`src/rtl/lcd_pkg.sv`:
```
// Shared definitions for the character-LCD bus model: command opcodes,
// FSM encoding, address-counter wrap bounds and AC helper functions.
package lcd_pkg;

    // Command opcodes also used by the LCD writer
    localparam logic [7:0] CMD_CLEAR     = 8'h01;
    localparam logic [7:0] CMD_ENTRY_INC = 8'h06;
    localparam logic [7:0] CMD_DISP_ON   = 8'h0F;
    localparam logic [7:0] CMD_FUNC_SET  = 8'h38;
    localparam logic [7:0] CMD_SET_L0    = 8'h80;
    localparam logic [7:0] CMD_SET_L1    = 8'hC0;

    // Address-counter wrap bounds for the two display lines
    localparam logic [6:0] AC_L0_FIRST = 7'h00;
    localparam logic [6:0] AC_L0_LAST  = 7'h27;
    localparam logic [6:0] AC_L1_FIRST = 7'h40;
    localparam logic [6:0] AC_L1_LAST  = 7'h67;

    // Value of an empty character cell
    localparam logic [7:0] CHAR_BLANK = 8'h20;

    typedef enum logic [1:0] {
        LCD_IDLE  = 2'd0,
        LCD_EXEC  = 2'd1,
        LCD_CLEAR = 2'd2,
        LCD_BUSY  = 2'd3
    } lcd_state_e;

    // Internal state exposed for observation
    typedef struct packed {
        lcd_state_e state;
        logic       id;
        logic       s;
        logic [4:0] func;
        logic [4:0] clr_idx;
    } lcd_dbg_t;

    // Step the address counter with the line-to-line wrap rules
    function automatic logic [6:0] ac_step(input logic [6:0] ac, input logic inc);
        logic [6:0] nxt;
        if (inc) begin
            if (ac == AC_L0_LAST)      nxt = AC_L1_FIRST;
            else if (ac == AC_L1_LAST) nxt = AC_L0_FIRST;
            else                       nxt = ac + 7'd1;
        end else begin
            if (ac == AC_L1_FIRST)     nxt = AC_L0_LAST;
            else if (ac == AC_L0_FIRST) nxt = AC_L1_LAST;
            else                       nxt = ac - 7'd1;
        end
        return nxt;
    endfunction

    // Only the first 16 cells of each line are backed by storage
    function automatic logic ac_mapped(input logic [6:0] ac);
        return (ac[6:4] == 3'b000) || (ac[6:4] == 3'b100);
    endfunction

    function automatic logic [4:0] ac_index(input logic [6:0] ac);
        return {ac[6], ac[3:0]};
    endfunction

endpackage

```
`src/rtl/lcd_bus_resp_if.sv`:
```
// Parallel LCD bus between a bus master (LCD writer) and the responder.
// Protocol: the master holds RS/RWF/DATA stable while EN is high; a transfer
// completes on the falling edge of EN. During a read (RWF=1, EN=1) the
// responder drives O_LCD_DATA and raises O_LCD_OE; otherwise OE is low.
interface lcd_bus_resp_if;
    logic       I_LCD_EN;
    logic       I_LCD_RS;
    logic       I_LCD_RWF;
    logic [7:0] I_LCD_DATA;
    logic [7:0] O_LCD_DATA;
    logic       O_LCD_OE;

    modport master (
        output I_LCD_EN, I_LCD_RS, I_LCD_RWF, I_LCD_DATA,
        input  O_LCD_DATA, O_LCD_OE
    );

    modport slave (
        input  I_LCD_EN, I_LCD_RS, I_LCD_RWF, I_LCD_DATA,
        output O_LCD_DATA, O_LCD_OE
    );
endinterface

```
`src/rtl/lcd_ddram.sv`:
```
// 32x8 display RAM: one write port, one sweep-clear port, two async reads.
module lcd_ddram
    import lcd_pkg::*;
(
    input  logic       I_CLK,
    input  logic       I_RSTF,
    input  logic       i_we,
    input  logic [4:0] i_waddr,
    input  logic [7:0] i_wdata,
    input  logic       i_clr,
    input  logic [4:0] i_clr_addr,
    input  logic [4:0] i_raddr_a,
    output logic [7:0] o_rdata_a,
    input  logic [4:0] i_raddr_b,
    output logic [7:0] o_rdata_b
);

    logic [7:0] r_mem [32];

    // Reset blanks every cell; clear sweep takes priority over a data write
    always_ff @(posedge I_CLK) begin
        if (!I_RSTF) begin
            for (int i = 0; i < 32; i++) r_mem[i] <= CHAR_BLANK;
        end else if (i_clr) begin
            r_mem[i_clr_addr] <= CHAR_BLANK;
        end else if (i_we) begin
            r_mem[i_waddr] <= i_wdata;
        end
    end

    assign o_rdata_a = r_mem[i_raddr_a];
    assign o_rdata_b = r_mem[i_raddr_b];

endmodule

```
`src/rtl/lcd_bus_resp.sv`:
```
// Responder side of a character-LCD bus: decodes commands and data writes,
// models the busy flag, address counter and DDRAM, and answers reads.
module lcd_bus_resp
    import lcd_pkg::*;
#(
    parameter int BUSY_CYC = 4000,
    parameter int CLR_CYC  = 82000
) (
    input  logic          I_CLK,
    input  logic          I_RSTF,
    lcd_bus_resp_if.slave io_bus,
    input  logic [4:0]    I_RD_ADDR,
    output logic [7:0]    O_RD_DATA,
    output logic          O_BUSY,
    output logic [6:0]    O_AC,
    output logic [2:0]    O_DISP_CTRL,
    output logic          O_VIOL,
    output lcd_dbg_t      O_DBG
);

    localparam logic [1:0] S_IDLE  = LCD_IDLE;
    localparam logic [1:0] S_EXEC  = LCD_EXEC;
    localparam logic [1:0] S_CLEAR = LCD_CLEAR;
    localparam logic [1:0] S_BUSY  = LCD_BUSY;

    localparam int MAX_CYC = (CLR_CYC > BUSY_CYC) ? CLR_CYC : BUSY_CYC;
    localparam int CNT_W   = $clog2(MAX_CYC + 1);
    localparam logic [CNT_W-1:0] BUSY_LOAD = CNT_W'(BUSY_CYC - 1);
    localparam logic [CNT_W-1:0] CLR_LOAD  = CNT_W'(CLR_CYC - 1);

    logic             r_en, r_rs, r_rwf, r_en_d, r_rs_d, r_rwf_d;
    logic [7:0]       r_data, r_data_d;
    logic [1:0]       r_state;
    logic [CNT_W-1:0] r_cnt;
    logic [6:0]       r_ac;
    logic             r_id, r_s, r_viol, r_cmd_rs;
    logic [2:0]       r_dcb;
    logic [4:0]       r_func, r_clr_idx;
    logic [7:0]       r_cmd_data;

    logic       w_fall, w_wr_edge, w_rd_edge, w_accept, w_busy, w_we;
    logic [7:0] w_ac_data;

    // Single input register stage plus one delayed copy for edge detection
    always_ff @(posedge I_CLK) begin
        if (!I_RSTF) begin
            r_en <= 1'b0; r_rs <= 1'b0; r_rwf <= 1'b0; r_data <= 8'h00;
            r_en_d <= 1'b0; r_rs_d <= 1'b0; r_rwf_d <= 1'b0; r_data_d <= 8'h00;
        end else begin
            r_en <= io_bus.I_LCD_EN; r_rs <= io_bus.I_LCD_RS;
            r_rwf <= io_bus.I_LCD_RWF; r_data <= io_bus.I_LCD_DATA;
            r_en_d <= r_en; r_rs_d <= r_rs; r_rwf_d <= r_rwf; r_data_d <= r_data;
        end
    end

    assign w_fall    = r_en_d & ~r_en;
    assign w_wr_edge = w_fall & ~r_rwf_d;
    assign w_rd_edge = w_fall & r_rwf_d;
    assign w_busy    = (r_state != S_IDLE);
    // An edge in the cycle BUSY expires sees the post-transition IDLE state
    assign w_accept  = w_wr_edge & ((r_state == S_IDLE) ||
                                    ((r_state == S_BUSY) && (r_cnt == '0)));
    assign w_we      = (r_state == S_EXEC) & r_cmd_rs & ac_mapped(r_ac);

    // Controller FSM, address counter, mode latches and busy counter
    always_ff @(posedge I_CLK) begin
        if (!I_RSTF) begin
            r_state <= S_IDLE; r_cnt <= '0; r_ac <= 7'h00; r_id <= 1'b1;
            r_s <= 1'b0; r_dcb <= 3'b000; r_func <= 5'h00; r_clr_idx <= 5'd0;
            r_viol <= 1'b0; r_cmd_rs <= 1'b0; r_cmd_data <= 8'h00;
        end else begin
            r_viol <= w_wr_edge & ~w_accept;
            if (w_rd_edge && r_rs_d) r_ac <= ac_step(r_ac, r_id);
            if (w_accept) begin
                r_state    <= S_EXEC;
                r_cmd_rs   <= r_rs_d;
                r_cmd_data <= r_data_d;
            end
            case (r_state)
                S_EXEC: begin
                    r_state <= S_BUSY;
                    r_cnt   <= BUSY_LOAD;
                    if (r_cmd_rs) begin
                        r_ac <= ac_step(r_ac, r_id);
                    end else begin
                        casez (r_cmd_data)
                            8'b1???????: r_ac <= r_cmd_data[6:0];
                            8'b001?????: r_func <= r_cmd_data[4:0];
                            8'b0001????: if (!r_cmd_data[3]) r_ac <= ac_step(r_ac, r_cmd_data[2]);
                            8'b00001???: r_dcb <= r_cmd_data[2:0];
                            8'b000001??: begin r_id <= r_cmd_data[1]; r_s <= r_cmd_data[0]; end
                            8'b0000001?: r_ac <= 7'h00;
                            8'b00000001: begin
                                r_state   <= S_CLEAR;
                                r_cnt     <= CLR_LOAD;
                                r_clr_idx <= 5'd0;
                            end
                            default: ;
                        endcase
                    end
                end
                S_CLEAR: begin
                    if (r_cnt != '0) r_cnt <= r_cnt - CNT_W'(1);
                    r_clr_idx <= r_clr_idx + 5'd1;
                    if (r_clr_idx == 5'd31) begin
                        r_state <= S_BUSY;
                        r_ac    <= 7'h00;
                        r_id    <= 1'b1;
                    end
                end
                S_BUSY: begin
                    if (r_cnt != '0) r_cnt <= r_cnt - CNT_W'(1);
                    else if (!w_accept) r_state <= S_IDLE;
                end
                default: ;
            endcase
        end
    end

    lcd_ddram u_ddram (
        .I_CLK      (I_CLK),
        .I_RSTF     (I_RSTF),
        .i_we       (w_we),
        .i_waddr    (ac_index(r_ac)),
        .i_wdata    (r_cmd_data),
        .i_clr      (r_state == S_CLEAR),
        .i_clr_addr (r_clr_idx),
        .i_raddr_a  (I_RD_ADDR),
        .o_rdata_a  (O_RD_DATA),
        .i_raddr_b  (ac_index(r_ac)),
        .o_rdata_b  (w_ac_data)
    );

    // Read-back mux driven while the registered strobe shows a read
    always_comb begin
        io_bus.O_LCD_OE   = 1'b0;
        io_bus.O_LCD_DATA = 8'h00;
        if (r_en && r_rwf) begin
            io_bus.O_LCD_OE = 1'b1;
            if (r_rs) io_bus.O_LCD_DATA = ac_mapped(r_ac) ? w_ac_data : CHAR_BLANK;
            else      io_bus.O_LCD_DATA = {w_busy, r_ac};
        end
    end

    // Debug view of internal state
    always_comb begin
        O_DBG.state   = lcd_state_e'(r_state);
        O_DBG.id      = r_id;
        O_DBG.s       = r_s;
        O_DBG.func    = r_func;
        O_DBG.clr_idx = r_clr_idx;
    end

    assign O_BUSY      = w_busy;
    assign O_AC        = r_ac;
    assign O_DISP_CTRL = r_dcb;
    assign O_VIOL      = r_viol;

endmodule

```
`src/flat_wrapper.sv`:
```
// flat-port wrapper written by rule: the top's interface ports become plain ports
module lcd_bus_resp_flat import lcd_pkg::*;
#(
    parameter int BUSY_CYC = 4000,
    parameter int CLR_CYC  = 82000
)
  (I_CLK, I_RSTF, I_RD_ADDR, O_RD_DATA, O_BUSY, O_AC, O_DISP_CTRL, O_VIOL, O_DBG, io_bus_I_LCD_EN, io_bus_I_LCD_RS, io_bus_I_LCD_RWF, io_bus_I_LCD_DATA, io_bus_O_LCD_DATA, io_bus_O_LCD_OE);
  lcd_bus_resp_if io_bus_i ();
  input  logic I_CLK;
  input  logic I_RSTF;
  input  logic [4:0] I_RD_ADDR;
  output logic [7:0] O_RD_DATA;
  output logic O_BUSY;
  output logic [6:0] O_AC;
  output logic [2:0] O_DISP_CTRL;
  output logic O_VIOL;
  output lcd_dbg_t O_DBG;
  input wire logic [$bits(io_bus_i.I_LCD_EN)-1:0] io_bus_I_LCD_EN;
  input wire logic [$bits(io_bus_i.I_LCD_RS)-1:0] io_bus_I_LCD_RS;
  input wire logic [$bits(io_bus_i.I_LCD_RWF)-1:0] io_bus_I_LCD_RWF;
  input wire logic [$bits(io_bus_i.I_LCD_DATA)-1:0] io_bus_I_LCD_DATA;
  output wire logic [$bits(io_bus_i.O_LCD_DATA)-1:0] io_bus_O_LCD_DATA;
  output wire logic [$bits(io_bus_i.O_LCD_OE)-1:0] io_bus_O_LCD_OE;
  assign io_bus_i.I_LCD_EN = io_bus_I_LCD_EN;
  assign io_bus_i.I_LCD_RS = io_bus_I_LCD_RS;
  assign io_bus_i.I_LCD_RWF = io_bus_I_LCD_RWF;
  assign io_bus_i.I_LCD_DATA = io_bus_I_LCD_DATA;
  assign io_bus_O_LCD_DATA = io_bus_i.O_LCD_DATA;
  assign io_bus_O_LCD_OE = io_bus_i.O_LCD_OE;
  lcd_bus_resp #(.BUSY_CYC(BUSY_CYC), .CLR_CYC(CLR_CYC)) u_core (.I_CLK(I_CLK), .I_RSTF(I_RSTF), .io_bus(io_bus_i), .I_RD_ADDR(I_RD_ADDR), .O_RD_DATA(O_RD_DATA), .O_BUSY(O_BUSY), .O_AC(O_AC), .O_DISP_CTRL(O_DISP_CTRL), .O_VIOL(O_VIOL), .O_DBG(O_DBG));
endmodule
```
`config.mk`:
```
export PLATFORM = sky130hd
export DESIGN_NAME = lcd_bus_resp_flat
export DESIGN_NICKNAME = d
export VERILOG_FILES = /design/src/rtl/lcd_pkg.sv /design/src/rtl/lcd_bus_resp_if.sv /design/src/rtl/lcd_ddram.sv /design/src/rtl/lcd_bus_resp.sv /design/src/flat_wrapper.sv
export SDC_FILE = /design/constraint.sdc
export NUM_CORES = 1
export LEC_CHECK = 0
export ABC_AREA = 1
export CORE_MARGIN = 4
export CORE_UTILIZATION = 40
export CTS_CLUSTER_DIAMETER = 30
export DETAILED_ROUTE_END_ITERATION = 7
export GPL_TIMING_DRIVEN = 0
export SYNTH_ARGS = -nofsm -noshare
export SYNTH_HDL_FRONTEND = slang
export SYNTH_SLANG_ARGS = --single-unit
```
`constraint.sdc`:
```
create_clock -name I_CLK -period 3.62 [get_ports I_CLK]
set_input_delay 0.543 -clock I_CLK [delete_from_list [all_inputs] [get_ports I_CLK]]
set_output_delay 0.543 -clock I_CLK [all_outputs]
set_load 0.02 [all_outputs]
```
==> flow_metrics.tcl <==
set metrics [dict create \
    synth_common_cells "nor2_1 (524), o21ai_0 (320), nand2_1 (300)" \
    rows 77 \
    cp_max_fo 10 \
    core_mm2 0.0442 \
    max_cap_viol_count 0 \
    ys_async_sr_fraction 0 \
    grt_max_degree 12 \
    finalHoldViolCount 0 \
    final_max_slew_viol_count 0 \
    clk_pin_slew_worst_paths_ns 0.05 \
    root_buffer "clkbuf_16" \
    synthesis.area_mm2 0.0179 \
    drt-vias-per-instance 6.21 \
    grt_usage 0.346 \
    fmax_ghz 0.271 \
    post-route-util 0.508 \
    placed_area_mm2 0.0191 \
    met2WireLength_um 35400 \
    wirelength_um 84600 \
    drt_iter0_drc 3148 \
    drcViolationCount 0 \
    period_share 1.02 \
    final_area_mm2 0.0225 \
    ios 61 \
    synth_area_leaders "edfxtp_1 (43%), nor2_1 (11%), o21ai_0 (9.0%)" \
    r2r_cells 12 \
    cp-end-kind "primary output" \
    die_area_mm2 0.0481 \
    yosys_warnings 0 \
    startpoint "I_RD_ADDR[2]" \
    violations "negative setup slack" \
    cts_tree "yes" \
    routed-wl-met3_um 12100 \
    cts-buffers-inserted 82 \
    num_antenna_cells 0 \
    reg2reg_to "u_core.u_ddram.r_mem[28][4]" \
    skew_ns 0.0213 \
    grt_first_pass_wirelength_um 120000 \
    yosys.area.top_type "edfxtp_1" \
    fp.dieH_um 219 \
    fin_crit_ns 3.69 \
    p_per_area_mw_per_mm2 608 \
    ant_nets 0 \
    via_count 18600 \
    cp-start-kind "primary input" \
    status "finished, violations left" \
    ys_seq_area_frac 0.512 \
    worstSetupPathType "primary input to primary output" \
    hold_end "u_core.r_clr_idx[3]" \
    synth_edf_count 256 \
    yosysUniqueCellTypes 46 \
    cts.sinks 329 \
    start_util 0.404 \
    die_x_um 219 \
    rsz0062_at_grt "false" \
    ys_ff_latch 329 \
    whs_ns 0.297 \
    synth_flop_cell "edfxtp_1" \
    grt_pass1_vias 17600 \
    hpwl_um 59600 \
    r2r-start "u_core.O_AC[5]" \
    synth_fp_nets 2213 \
    setup_viol 6 \
    first_pass_iters 7 \
    wl_met1_um 31400 \
    synth_area_per_cell_um2 8.17 \
    max-vdd-ir-drop_mv 0.401 \
    syn_inst 2185 \
    leakage_nw 8.66 \
    setup_ws_ns -0.0702 \
    nNetsFinal 2366 \
    holdCritStartpoint "I_RSTF" \
    synth_most_common_cell "nor2_1" \
    hp-class "primary input to flip-flop" \
    cts_buffer_depth 3 \
    area_growth_pct 25.8 \
    required_ns 3.08 \
    slew_headroom 0.162 \
    worstSkewPairLatency_ns 0.61 \
    drive_gt1_frac 0.135 \
    reg2reg_slack_ns 0.22 \
    gp_congestion 1.10 \
    cp.arrival_ns 3.15 \
    htreeDepth 3 \
    numPortBuffers 55 \
    tightest_slew_ns 1.26 \
    overflow 0 \
    wl_per_cell_um 28.2 \
    synth.top_cell.area_share 0.431 \
    finalPower_mw 13.7 \
    top_layer "met4" \
    holdPathStages 3 \
    antenna_found_initial 0 \
]
==> sequential cells by signal (all words and copies together) (netlist names), 2 cells and up <==
name                  count
u_core.r_data_d           8
u_core.u_ddram.r_mem    256
u_core.O_DISP_CTRL        3
u_core.O_AC               7
u_core.r_cnt             17
u_core.r_state            2
u_core.r_data             8
u_core.r_func             5
u_core.r_clr_idx          5
u_core.r_cmd_data         8
==> report_power, final <==
| part | switching, mW | internal, mW |
|---|---|---|
| clock | 2.30 | 4.86 |
| sequential | 0.191 | 4.29 |
| combinational | 1.40 | 0.621 |
==> stage by stage <==
stage | setup WS, ns | instances | setup TNS, ns
3_5_place_dp | -1.42 | 2832 | -25.90
6_report | -0.0702 | 2998 | -0.127
3_3_place_gp | -1.40 | 2832 | -23.04
2_1_floorplan | 0.675 | 2185 | 0
4_1_cts | -0.0206 | 2994 | -0.0206
5_1_grt | 0.00161 | 2998 | 0
==> cells by family after synthesis <==
group / share of synthesized area
AND/OR/NAND/NOR: 0.233
flip-flops: 0.512
AO/OA/AOI/OAI: 0.182
buffers and inverters: 0.0592
XOR/XNOR: 0.00589
adder cells (fa/ha/maj): 0.00701
==> worst max-delay path, stage by stage <==
cell           delay (ns)
clkbuf_1             0.48
clkbuf_1             0.68
o221ai_1             0.35
a31oi_1              0.52
a21oi_1              0.20
dlygate4sd2_1        0.36
==> worst max-delay path by stage <==
stage / slack [ns] / end
2_1_floorplan: 0.67 / u_core.u_ddram.r_mem[30][0]
3_3_place_gp: -1.40 / O_RD_DATA[4]
3_5_place_dp: -1.42 / O_RD_DATA[4]
4_1_cts: -0.02 / io_bus_O_LCD_DATA[7]
5_1_grt: 0.002 / io_bus_O_LCD_DATA[4]
6_report: -0.07 / O_RD_DATA[1]
==> per-layer routing <==
layer | up-vias | track usage
met2 | 1608 | 0.502
met5 | - | 0
li1 | 7913 | -
met1 | 8754 | 0.456
met4 | 0 | 0.210
met3 | 345 | 0.0998
==> layout by cell type, fill, tap and decap left out, types with 9 or more instances in the layout <==
cell | synthesis | layout
clkinv_1 | 3 | 11
nand2_2 | 12 | 23
clkbuf_2 | 0 | 47
o211ai_1 | 26 | 26
dfxtp_1 | 73 | 70
buf_4 | 5 | 24
a21oi_1 | 83 | 82
ha_1 | 10 | 10
o21ai_0 | 320 | 319
clkbuf_4 | 0 | 22
clkinv_2 | 0 | 14
clkbuf_1 | 140 | 73
nand2_1 | 300 | 289
clkbuf_16 | 0 | 88
a31oi_1 | 14 | 13
inv_1 | 109 | 107
nand2_4 | 9 | 9
o22ai_1 | 46 | 44
clkinvlp_4 | 0 | 10
dlygate4sd2_1 | 0 | 11
nand3_2 | 0 | 11
edfxtp_1 | 256 | 256
clkbuf_8 | 0 | 11
nand3_1 | 117 | 106
nor2_1 | 524 | 522
clkdlybuf4s50_1 | 0 | 38
o221ai_1 | 56 | 54
==> area by class of cell <==
cell class	count	area [um2]
Clock buffer	105	2240
Sequential cell	329	9160
Timing Repair Buffer	71	672
Buffer	153	930
Clock inverter	47	475
Tap cell	592	741
Multi-Input combinational cell	1583	7780
Fill cell	4165	21800
Inverter	118	454
==> timing repair <==
action                     CTS  global route
setup buffers               12             4
pin swaps                   12            12
resized for setup          190            43
hold buffers                 0             0
setup endpoints to repair   96           201
No activity file was read; power rests on OpenSTA's default activity.
